--- src/rtl/cube_state_scanner.sv ---
// Cube state scanner: asks the move sequencer to present each non-centre sticker in turn, takes a
// majority vote from the corner or edge colour sensor, then checks per-colour counts before release.
//
// state   | meaning
// IDLE    | waiting for start after reset
// REQ     | one-cycle move request for sticker move_idx (move_idx=NUM_STICKERS is the restore move)
// WAIT    | waiting for move_done from the sequencer
// SETTLE  | sensor settling after the move, votes ignored
// VOTE    | collecting SAMPLES votes per round, retrying rounds without a majority
// CHECK   | one sticker per cycle colour-count pass
// DONE    | result held until the next start
module cube_state_scanner #(
  parameter int COLOR_W      = 3,
  parameter int NUM_COLORS   = 6,
  parameter int NUM_STICKERS = 48,
  parameter int CORNER_STK   = 24,
  parameter int SAMPLES      = 3,
  parameter int SETTLE_CYC   = 4,
  parameter int MAX_RETRY    = 2,
  parameter logic [NUM_COLORS*COLOR_W-1:0] CENTERS = 18'h2C688
) (
  input  logic                                        clock,
  input  logic                                        reset,
  input  logic                                        start,
  input  logic [COLOR_W-1:0]                          corner_color,
  input  logic [COLOR_W-1:0]                          edge_color,
  input  logic                                        color_valid,
  input  logic                                        move_done,
  output logic                                        move_req,
  output logic [5:0]                                  move_idx,
  output logic [(NUM_STICKERS+NUM_COLORS)*COLOR_W-1:0] cube_state,
  output logic                                        state_valid,
  output logic                                        state_error,
  output logic                                        busy
);

  localparam int CNT_W = $clog2(SAMPLES + 1);
  localparam int SET_W = (SETTLE_CYC > 1) ? $clog2(SETTLE_CYC) : 1;
  localparam int RTY_W = (MAX_RETRY > 0) ? $clog2(MAX_RETRY + 1) : 1;
  localparam int CHK_W = $clog2(NUM_STICKERS + 1);
  localparam logic [5:0] RESTORE_IDX = 6'(NUM_STICKERS);
  localparam logic [5:0] CORNER_IDX  = 6'(CORNER_STK);

  typedef enum logic [2:0] {
    S_IDLE, S_REQ, S_WAIT, S_SETTLE, S_VOTE, S_CHECK, S_DONE
  } state_t;

  state_t state, state_nxt;

  logic [COLOR_W-1:0] stickers [NUM_STICKERS];
  logic [CNT_W-1:0]   vote_cnt [NUM_COLORS];
  logic [CNT_W-1:0]   vote_nxt [NUM_COLORS];
  logic [CHK_W-1:0]   chk_cnt  [NUM_COLORS];
  logic [CHK_W-1:0]   chk_nxt  [NUM_COLORS];
  logic [CNT_W-1:0]   slot_cnt;
  logic [RTY_W-1:0]   retry_cnt;
  logic [SET_W-1:0]   settle_cnt;
  logic [5:0]         chk_idx;

  logic [COLOR_W-1:0] sample;
  logic [COLOR_W-1:0] chk_color;
  logic [COLOR_W-1:0] win_color;
  logic               vote_hit;
  logic               vote_last;
  logic               win_found;
  logic               chk_pass;

  always_ff @(posedge clock) begin
    if (reset) state <= S_IDLE;
    else       state <= state_nxt;
  end

  always_comb begin
    state_nxt = state;
    sample    = (move_idx < CORNER_IDX) ? corner_color : edge_color;
    chk_color = stickers[chk_idx];
    vote_hit  = (state == S_VOTE) && color_valid;
    vote_last = vote_hit && (slot_cnt == CNT_W'(SAMPLES - 1));
    win_found = 1'b0;
    win_color = '0;
    chk_pass  = 1'b1;
    // Invalid codes match no colour, so they use up a slot without adding a count.
    for (int c = 0; c < NUM_COLORS; c++) begin
      vote_nxt[c] = vote_cnt[c] + CNT_W'(vote_hit && (sample == COLOR_W'(c)));
      chk_nxt[c]  = chk_cnt[c] + CHK_W'((state == S_CHECK) && (chk_color == COLOR_W'(c)));
      if (vote_nxt[c] >= CNT_W'(SAMPLES / 2 + 1)) begin
        win_found = 1'b1;
        win_color = COLOR_W'(c);
      end
      if (chk_nxt[c] != CHK_W'(NUM_STICKERS / NUM_COLORS)) chk_pass = 1'b0;
    end

    case (state)
      S_IDLE, S_DONE: if (start) state_nxt = S_REQ;
      S_REQ:          state_nxt = S_WAIT;
      S_WAIT:
        if (move_done) state_nxt = (move_idx == RESTORE_IDX) ? S_CHECK : S_SETTLE;
      S_SETTLE:       if (settle_cnt == '0) state_nxt = S_VOTE;
      S_VOTE:
        if (vote_last) begin
          if (win_found)                          state_nxt = S_REQ;
          else if (retry_cnt == RTY_W'(MAX_RETRY)) state_nxt = S_DONE;
        end
      S_CHECK:        if (chk_idx == '0) state_nxt = S_DONE;
      default:        state_nxt = S_IDLE;
    endcase
  end

  always_ff @(posedge clock) begin
    if (reset) begin
      move_idx    <= '0;
      state_valid <= 1'b0;
      state_error <= 1'b0;
      slot_cnt    <= '0;
      retry_cnt   <= '0;
      settle_cnt  <= '0;
      chk_idx     <= '0;
      for (int i = 0; i < NUM_STICKERS; i++) stickers[i] <= '0;
      for (int c = 0; c < NUM_COLORS; c++) begin
        vote_cnt[c] <= '0;
        chk_cnt[c]  <= '0;
      end
    end else begin
      case (state)
        S_IDLE, S_DONE:
          if (start) begin
            move_idx    <= '0;
            state_valid <= 1'b0;
            state_error <= 1'b0;
            slot_cnt    <= '0;
            retry_cnt   <= '0;
            for (int i = 0; i < NUM_STICKERS; i++) stickers[i] <= '0;
            for (int c = 0; c < NUM_COLORS; c++) vote_cnt[c] <= '0;
          end
        S_WAIT:
          if (move_done) begin
            settle_cnt <= SET_W'(SETTLE_CYC - 1);
            chk_idx    <= 6'(NUM_STICKERS - 1);
            for (int c = 0; c < NUM_COLORS; c++) chk_cnt[c] <= '0;
          end
        S_SETTLE:
          if (settle_cnt != '0) settle_cnt <= settle_cnt - SET_W'(1);
        S_VOTE:
          if (vote_last) begin
            slot_cnt <= '0;
            for (int c = 0; c < NUM_COLORS; c++) vote_cnt[c] <= '0;
            if (win_found) begin
              stickers[move_idx] <= win_color;
              retry_cnt          <= '0;
              // Past the last sticker this lands on the restore-move index.
              move_idx           <= move_idx + 6'd1;
            end else if (retry_cnt == RTY_W'(MAX_RETRY)) begin
              state_error <= 1'b1;
            end else begin
              retry_cnt <= retry_cnt + RTY_W'(1);
            end
          end else if (vote_hit) begin
            slot_cnt <= slot_cnt + CNT_W'(1);
            for (int c = 0; c < NUM_COLORS; c++) vote_cnt[c] <= vote_nxt[c];
          end
        S_CHECK: begin
          for (int c = 0; c < NUM_COLORS; c++) chk_cnt[c] <= chk_nxt[c];
          chk_idx <= chk_idx - 6'd1;
          if (chk_idx == '0) begin
            state_valid <= chk_pass;
            state_error <= ~chk_pass;
          end
        end
        default: ;
      endcase
    end
  end

  assign move_req = (state == S_REQ);
  assign busy     = !((state == S_IDLE) || (state == S_DONE));

  always_comb begin
    cube_state = '0;
    cube_state[(NUM_STICKERS+NUM_COLORS)*COLOR_W-1 -: NUM_COLORS*COLOR_W] = CENTERS;
    for (int i = 0; i < NUM_STICKERS; i++) cube_state[i*COLOR_W +: COLOR_W] = stickers[i];
  end

endmodule

--- config.mk ---
export PLATFORM = sky130hd
export DESIGN_NAME = cube_state_scanner
export DESIGN_NICKNAME = d
export VERILOG_FILES = /design/src/rtl/cube_state_scanner.sv
export SDC_FILE = /design/constraint.sdc
export NUM_CORES = 1
export LEC_CHECK = 0
export ABC_AREA = 1
export ABC_CLOCK_PERIOD_IN_PS = 2850
export CAP_MARGIN = 0
export CORE_MARGIN = 2
export CORE_UTILIZATION = 40
export DETAILED_ROUTE_END_ITERATION = 7
export HOLD_SLACK_MARGIN = 0.12
export PLACE_DENSITY = 0.66
export SETUP_SLACK_MARGIN = 0.1
export SYNTH_ARGS = -nofsm -noshare
export SYNTH_HDL_FRONTEND = slang
export SYNTH_SLANG_ARGS = --single-unit
export TNS_END_PERCENT = 30
--- constraint.sdc ---
create_clock -name clock -period 2.85 [get_ports clock]
set_input_delay 0.285 -clock clock [delete_from_list [all_inputs] [get_ports clock]]
set_output_delay 0.285 -clock clock [all_outputs]
set_load 0.05 [all_outputs]
Yosys cells after proc, flatten, opt, wreduce, memory -nomap -nowiden
Memories as Yosys holds them, arrays and structs flattened. A register that Yosys moved wholly into a read port is not among the register bits.
Cells that the tools add are included.
W data, S select, Z words.
{"block": "totals", "reg_bits": 23, "mem_bits_rw": 192, "inputBits": 11, "out_inout_bits": 172, "wordCells": 350, "mem_count": 3}
{"memory": "stickers", "words": 48, "width": 3, "rd": 49, "rd_ports_with_merged_regs": 1, "wr": 48, "line": "50", "text": "logic [COLOR_W-1:0] stickers [NUM_STICKERS];"}
{"memory": "chk_cnt", "words": 6, "width": 6, "rd": 6, "rd_ports_with_merged_regs": 0, "wr": 6, "line": "53", "text": "logic [CHK_W-1:0] chk_cnt [NUM_COLORS];"}
{"memory": "vote_cnt", "words": 6, "width": 2, "rd": 6, "rd_ports_with_merged_regs": 0, "wr": 6, "line": "51", "text": "logic [CNT_W-1:0] vote_cnt [NUM_COLORS];"}
{"block": "op_classes", "add_sub_neg": 17, "magnitude_cmp": 7, "n_eq_ne": 37, "mux": 162, "bitwise_logic": 79, "reduce_logical": 37}
{"cell": "$mux W3", "count": 62}
{"cell": "$mux W6", "count": 19}
{"cell": "$or A1 B1 Y1", "count": 78}
{"cell": "$mux W2", "count": 26}
{"cell": "$mux W1", "count": 47}
{"cell": "$add A6 B1 Y6", "count": 6}
{"cell": "$ne A6 B4 Y1 const B", "count": 6}
{"cell": "$pmux W6 S2", "count": 2}
{"cell": "$eq A3 B3 Y1 const B", "count": 7}
{"cell": "$eq A3 B2 Y1 const B", "count": 6}
{"cell": "$pmux W3 S6", "count": 1}
{"cell": "$logic_and A1 B1 Y1", "count": 14}
{"cell": "$ne A2 B2 Y1 const B", "count": 7}
{"cell": "$add A2 B1 Y2", "count": 6}
{"cell": "$ge A2 B2 Y1 const B", "count": 6}
{"cell": "$pmux W2 S2", "count": 3}
{"cell": "$reduce_and A6 Y1", "count": 2}
{"cell": "$reduce_bool A2 Y1", "count": 5}
{"cell": "$eq A3 B1 Y1 const B", "count": 3}
{"cell": "$logic_not A3 Y1", "count": 3}
{"cell": "$reduce_and A3 Y1", "count": 3}
{"cell": "$reduce_and A4 Y1", "count": 2}
{"cell": "$add A6 B1 Y6 const B", "count": 1}
{"cell": "$eq A6 B6 Y1 const B", "count": 1}
{"cell": "other kinds (19)", "count": 23}

Longest topological paths before layout
{"block": "depth", "word_depth": 19, "ltp_mapped": 27, "ltp_nobuf": 24}

Least setup slack after synthesis
OpenSTA, ideal clock, no wires.
{"block": "synth_path", "path_kind": "register to register", "startpoint": "register move_idx[4]", "endpoint": "memory stickers[63][0], enable pin", "setup_time_ps": 320, "arrival_time_ps": 3071, "required_time_ps": 2530, "path_slack_ps": -541, "stages_incl_launch_ff": 21, "n_path_buf": 1, "synth_period_minus_slack_ps": 3391, "cell_sequence": "dfxtp_1 buf_2 nand2_1 nand2_1 mux2i_1 inv_1 nor2_1 inv_1 or2_1 nor2_1 ha_1 xnor2_1 nand2_1 nor2_1 nand2_1 nand2_2 nor2_4 nand2_4 nor2_4 inv_1 nor2_1"}
{"element": "from (decl)", "line": "30", "text": "output logic [5:0] move_idx,"}
{"element": "from (signal assigned)", "line": "151", "text": "move_idx <= move_idx + 6'd1;"}
{"element": "to (decl)", "line": "50"}

==> results.py <==
metrics = {
    "routing": {
        "drtIter0Drc": 1194,
        "ant_nets": 0,
        "wirelength_mm": 43.8,
        "dr_vias_cell": 5.23,
        "wl_per_cell_um": 18.8,
        "drc": 0,
        "drtPass1Iterations": 6,
        "num_vias": 12200,
    },
    "critical_path": {
        "worst_r2r_endpoint": "state_error",
        "setup.worst_path.start_class": "flip-flop",
        "critical_path_class": "reg -> reg",
        "worstRegToRegCells": 24,
        "critical_path_peak_fanout": 6,
        "timing.critical_path.arrival_ns": 3.59,
        "crit_required_ns": 3.29,
        "timing.critical_path.to_type": "flip-flop",
        "rrSetupSlack_ns": -0.30,
    },
    "global_routing": {
        "grt_pass1_vias": 11800,
        "number_of_antenna_violations_at_the_first_check_in_global_routing": 0,
        "maximum_number_of_pins_on_one_net_before_global_route_repair": 40,
        "first_pass_grt_wire_length_mm": 64.4,
        "globalRouteOverflowTotal": 0,
        "grtUsageTotal_pct": 23.5,
    },
    "clock_network": {
        "cts_tree": "yes",
        "cts_clk_pin_slew_worst_paths_ns": 0.06,
        "cts_hold_buf": 0,
        "cts-buffers-inserted": 29,
        "clock_tree_root_buffer_cell": "sky130_fd_sc_hd__clkbuf_16",
        "skew_pair_late_insertion_delay_ns": 0.56,
        "cts_h_tree_lvls": 1,
        "ctsLongestPathBuffers": 3,
        "clock_sinks": 269,
    },
    "hold_path": {
        "holdCritPathClass": "reg -> reg",
        "hold_startpoint": "settle_cnt[1]",
        "worstHoldEndpoint": "settle_cnt[1]",
        "worstHoldPathCells": 2,
    },
    "floorplan": {
        "dieWidth_um": 187,
        "std_cell_rows": 67,
        "dieHeight_um": 187,
        "floorplan.initialDensity_pct": 40.4,
        "floorplan.core_area_sq_mm": 0.0334,
        "dieArea_sq_mm": 0.0351,
        "top_level_ports": 183,
    },
    "sta": {
        "finalMaxSlewViolations": 0,
        "finalHoldViolations": 0,
        "setup_viol": 340,
        "worst_max_slew_margin_expressed_relative_to_the_limit_pct": 29.3,
        "timing.clock.skew_ns": 0.0106,
        "maximum_clock_rate_ghz": 0.318,
        "rsz_0062_raised_after_global_routing": "true",
        "layout_worst_path_cycle_share_pct": 110,
        "timing.final.ws_setup_ns": -0.296,
        "post-route-min-period_ns": 3.15,
        "worst-slew-pin-transition_ns": 1.06,
    },
    "synthesis": {
        "synth_flop_cell": "sky130_fd_sc_hd__edfxtp_1",
        "syn_avg_cell_area_sq_um": 9.01,
        "synthesized_area_fraction_occupied_by_and_or_nand_nor_cells_pct": 30.3,
        "post_synth_mux_area_share_pct": 0.149,
        "synth_edf_count": 240,
        "proportion_of_synthesized_chip_area_in_sequential_cells_pct": 57.8,
        "synthesized_flop_and_latch_total": 269,
        "synthAdderAreaFrac_pct": 2.14,
        "synth_area_leader_cell": "sky130_fd_sc_hd__edfxtp_1",
        "synth_top_area_share_pct": 53.5,
        "synth_cells": 1494,
        "synthArstFlopShare_pct": 0,
        "synthDistinctLibCells": 34,
        "synth.area.top_cells": "sky130_fd_sc_hd__edfxtp_1 54%, sky130_fd_sc_hd__nand2_1 10%, sky130_fd_sc_hd__nor2_1 7.5%",
        "yosysWarnings": 0,
        "post_synth_xor_area_fraction_pct": 1.43,
        "synth_top_family_by_area": "simple AND/OR/NAND/NOR gates",
        "synth-compound-area-share_pct": 1.88,
        "syn-cell-area_sq_mm": 0.0135,
    },
    "power": {
        "worst_ir_drop_vdd_mv": 0.499,
        "register_share_of_total_power_pct": 34.3,
        "power_switching_uw": 6560,
        "p_comb_share_pct": 43.2,
        "clkPwrFrac_pct": 22.5,
        "swShare_pct": 40.7,
        "power.static_leakage_uw": 0.00821,
        "report.power.total_uw": 16100,
        "p_int_uw": 9550,
        "power.density_mw_per_mm2": 788,
    },
    "placement": {
        "globalplace.congestion": 0.892,
        "numPlacedInstances": 2246,
        "io_buffers": 164,
        "dp_hpwl_mm": 29.6,
    },
    "cells_and_area": {
        "antenna_cells": 0,
        "design.final.nets": 1891,
        "layout.core_utilization_pct": 61.3,
        "areaGrowthSynthToFinish_pct": 51.8,
        "drive_above_1_share_pct": 32.7,
        "layoutNonFillerInstCount": 2327,
    },
    "outcome": {
        "outcome": "finished, violations left",
        "violations": "negative setup slack",
    },
    "flow_run": {
        "maxCapViolations": 0,
    },
}
## cell families (layout without fill, tap and decap cells)
kind of cell	after synthesis	in the layout
compound gates	48	48
xor+xnor	22	22
fa+ha+maj	23	23
buf+inv	197	566
flops	269	269
mux	2	2
other cells	2	18
simple gates	931	931
## per-stage QoR
stage	cell area [sq um]	worst slack, ns	hold slack [ns]	TNS [ns]
floorplan	13700	-0.124	0.433	-19.22
CTS	19200	-0.212	0.463	-44.72
global route	20400	-0.456	0.491	-105.69
global placement	17200	-0.327	0.449	-72.73
finish	20400	-0.296	0.459	-48.55
detailed placement	17200	-0.407	0.454	-84.59
## power by group through the flow
stage          clock network [uW]  logic (uW)  registers (uW)
2_1_floorplan                   0        2160            6800
3_3_place_gp                    0        5800            5550
3_5_place_dp                    0        5870            5550
4_1_cts                      3670        6340            5500
5_1_grt                      3820        7320            5570
6_report                     3630        6960            5520
## worst max-delay path, stage by stage (launching register included)
cell                      delay, ns
sky130_fd_sc_hd__dfxtp_4       0.47
sky130_fd_sc_hd__buf_12        0.14
sky130_fd_sc_hd__buf_16        0.12
sky130_fd_sc_hd__nand2_1       0.10
sky130_fd_sc_hd__nand3_1       0.12
sky130_fd_sc_hd__nand3_1       0.15
sky130_fd_sc_hd__nand2_1       0.14
sky130_fd_sc_hd__nand2_1       0.08
sky130_fd_sc_hd__nand3_2       0.09
sky130_fd_sc_hd__nand3_4       0.09
sky130_fd_sc_hd__nand2_2       0.08
sky130_fd_sc_hd__nand2_2       0.08
sky130_fd_sc_hd__nor2_4        0.13
sky130_fd_sc_hd__ha_4          0.16
sky130_fd_sc_hd__ha_4          0.21
sky130_fd_sc_hd__nor2_4        0.08
sky130_fd_sc_hd__nand3_1       0.07
sky130_fd_sc_hd__nor2_1        0.12
sky130_fd_sc_hd__nand2_1       0.06
sky130_fd_sc_hd__nor2_1        0.10
sky130_fd_sc_hd__nand2_1       0.07
sky130_fd_sc_hd__nor2_2        0.11
sky130_fd_sc_hd__nand3_2       0.11
sky130_fd_sc_hd__nand2_1       0.08
sky130_fd_sc_hd__a21oi_1       0.06
## worst max-delay path by stage
stage,start,cells past startpoint,end
detailed placement,edge_color[0],17,stickers[58][1]
global placement,corner_color[0],15,stickers[50][0]
global route,flip-flop,24,state_error
CTS,move_idx[4],21,stickers[30][0]
floorplan,move_idx[4],20,stickers[62][0]
finish,flip-flop,24,state_error
## synth_stat cells, types with 19 or more instances
| cell | number |
|---|---|
| sky130_fd_sc_hd__dfxtp_1 | 29 |
| sky130_fd_sc_hd__inv_1 | 108 |
| sky130_fd_sc_hd__buf_4 | 21 |
| sky130_fd_sc_hd__nor2_1 | 270 |
| sky130_fd_sc_hd__clkbuf_1 | 40 |
| sky130_fd_sc_hd__nand2_1 | 376 |
| sky130_fd_sc_hd__a21oi_1 | 24 |
| sky130_fd_sc_hd__nand3_1 | 193 |
| sky130_fd_sc_hd__nand2_2 | 51 |
| sky130_fd_sc_hd__ha_1 | 23 |
| sky130_fd_sc_hd__edfxtp_1 | 240 |
| sky130_fd_sc_hd__buf_2 | 19 |
## registers in the layout, indices dropped and copies added (netlist names), named ones only
signal	cells
vote_cnt	12
state	3
stickers	192
slot_cnt	2
retry_cnt	2
settle_cnt	2
chk_cnt	36
move_idx	6
chk_idx	6
state_valid	1
state_error	1
## area by class of cell
cell class | instances | area (sq um)
inverter | 112 | 473
clock buffer | 39 | 813
fill | 2590 | 12900
clock inverter | 14 | 101
multi-input combinational | 1044 | 6590
sequential | 269 | 7800
timing repair buffer | 401 | 4100
tap | 448 | 561
## cell usage in the layout, fill, tap and decap left out, types with 40 or more instances in the layout
cell and count:
sky130_fd_sc_hd__buf_4 152, sky130_fd_sc_hd__nor2_4 64, sky130_fd_sc_hd__nand2_1 307, sky130_fd_sc_hd__nand3_2 40
sky130_fd_sc_hd__nand3_1 149, sky130_fd_sc_hd__inv_1 91, sky130_fd_sc_hd__nor2_2 47, sky130_fd_sc_hd__clkdlybuf4s50_1 163
sky130_fd_sc_hd__nor2_1 167, sky130_fd_sc_hd__nand2_4 66, sky130_fd_sc_hd__buf_6 45, sky130_fd_sc_hd__edfxtp_1 240
## layer usage
metal	part of all wire, %	GRT usage [%]
met3	7.6	3.45
met5	0	0
met4	3.5	8.39
met2	51	41.7
met1	38	29.2
## timing repair
action / 4_1_cts / 5_1_grt
setup endpoints to repair: 365 / 401
gates resized for setup: 187 / 285
endpoints found under the hold margin: 0 / 0
gates cloned: 4 / 3
pin swaps: 41 / 52
buffers inserted: 18 / 3
Note: power is estimated with default switching activity, not from simulation.
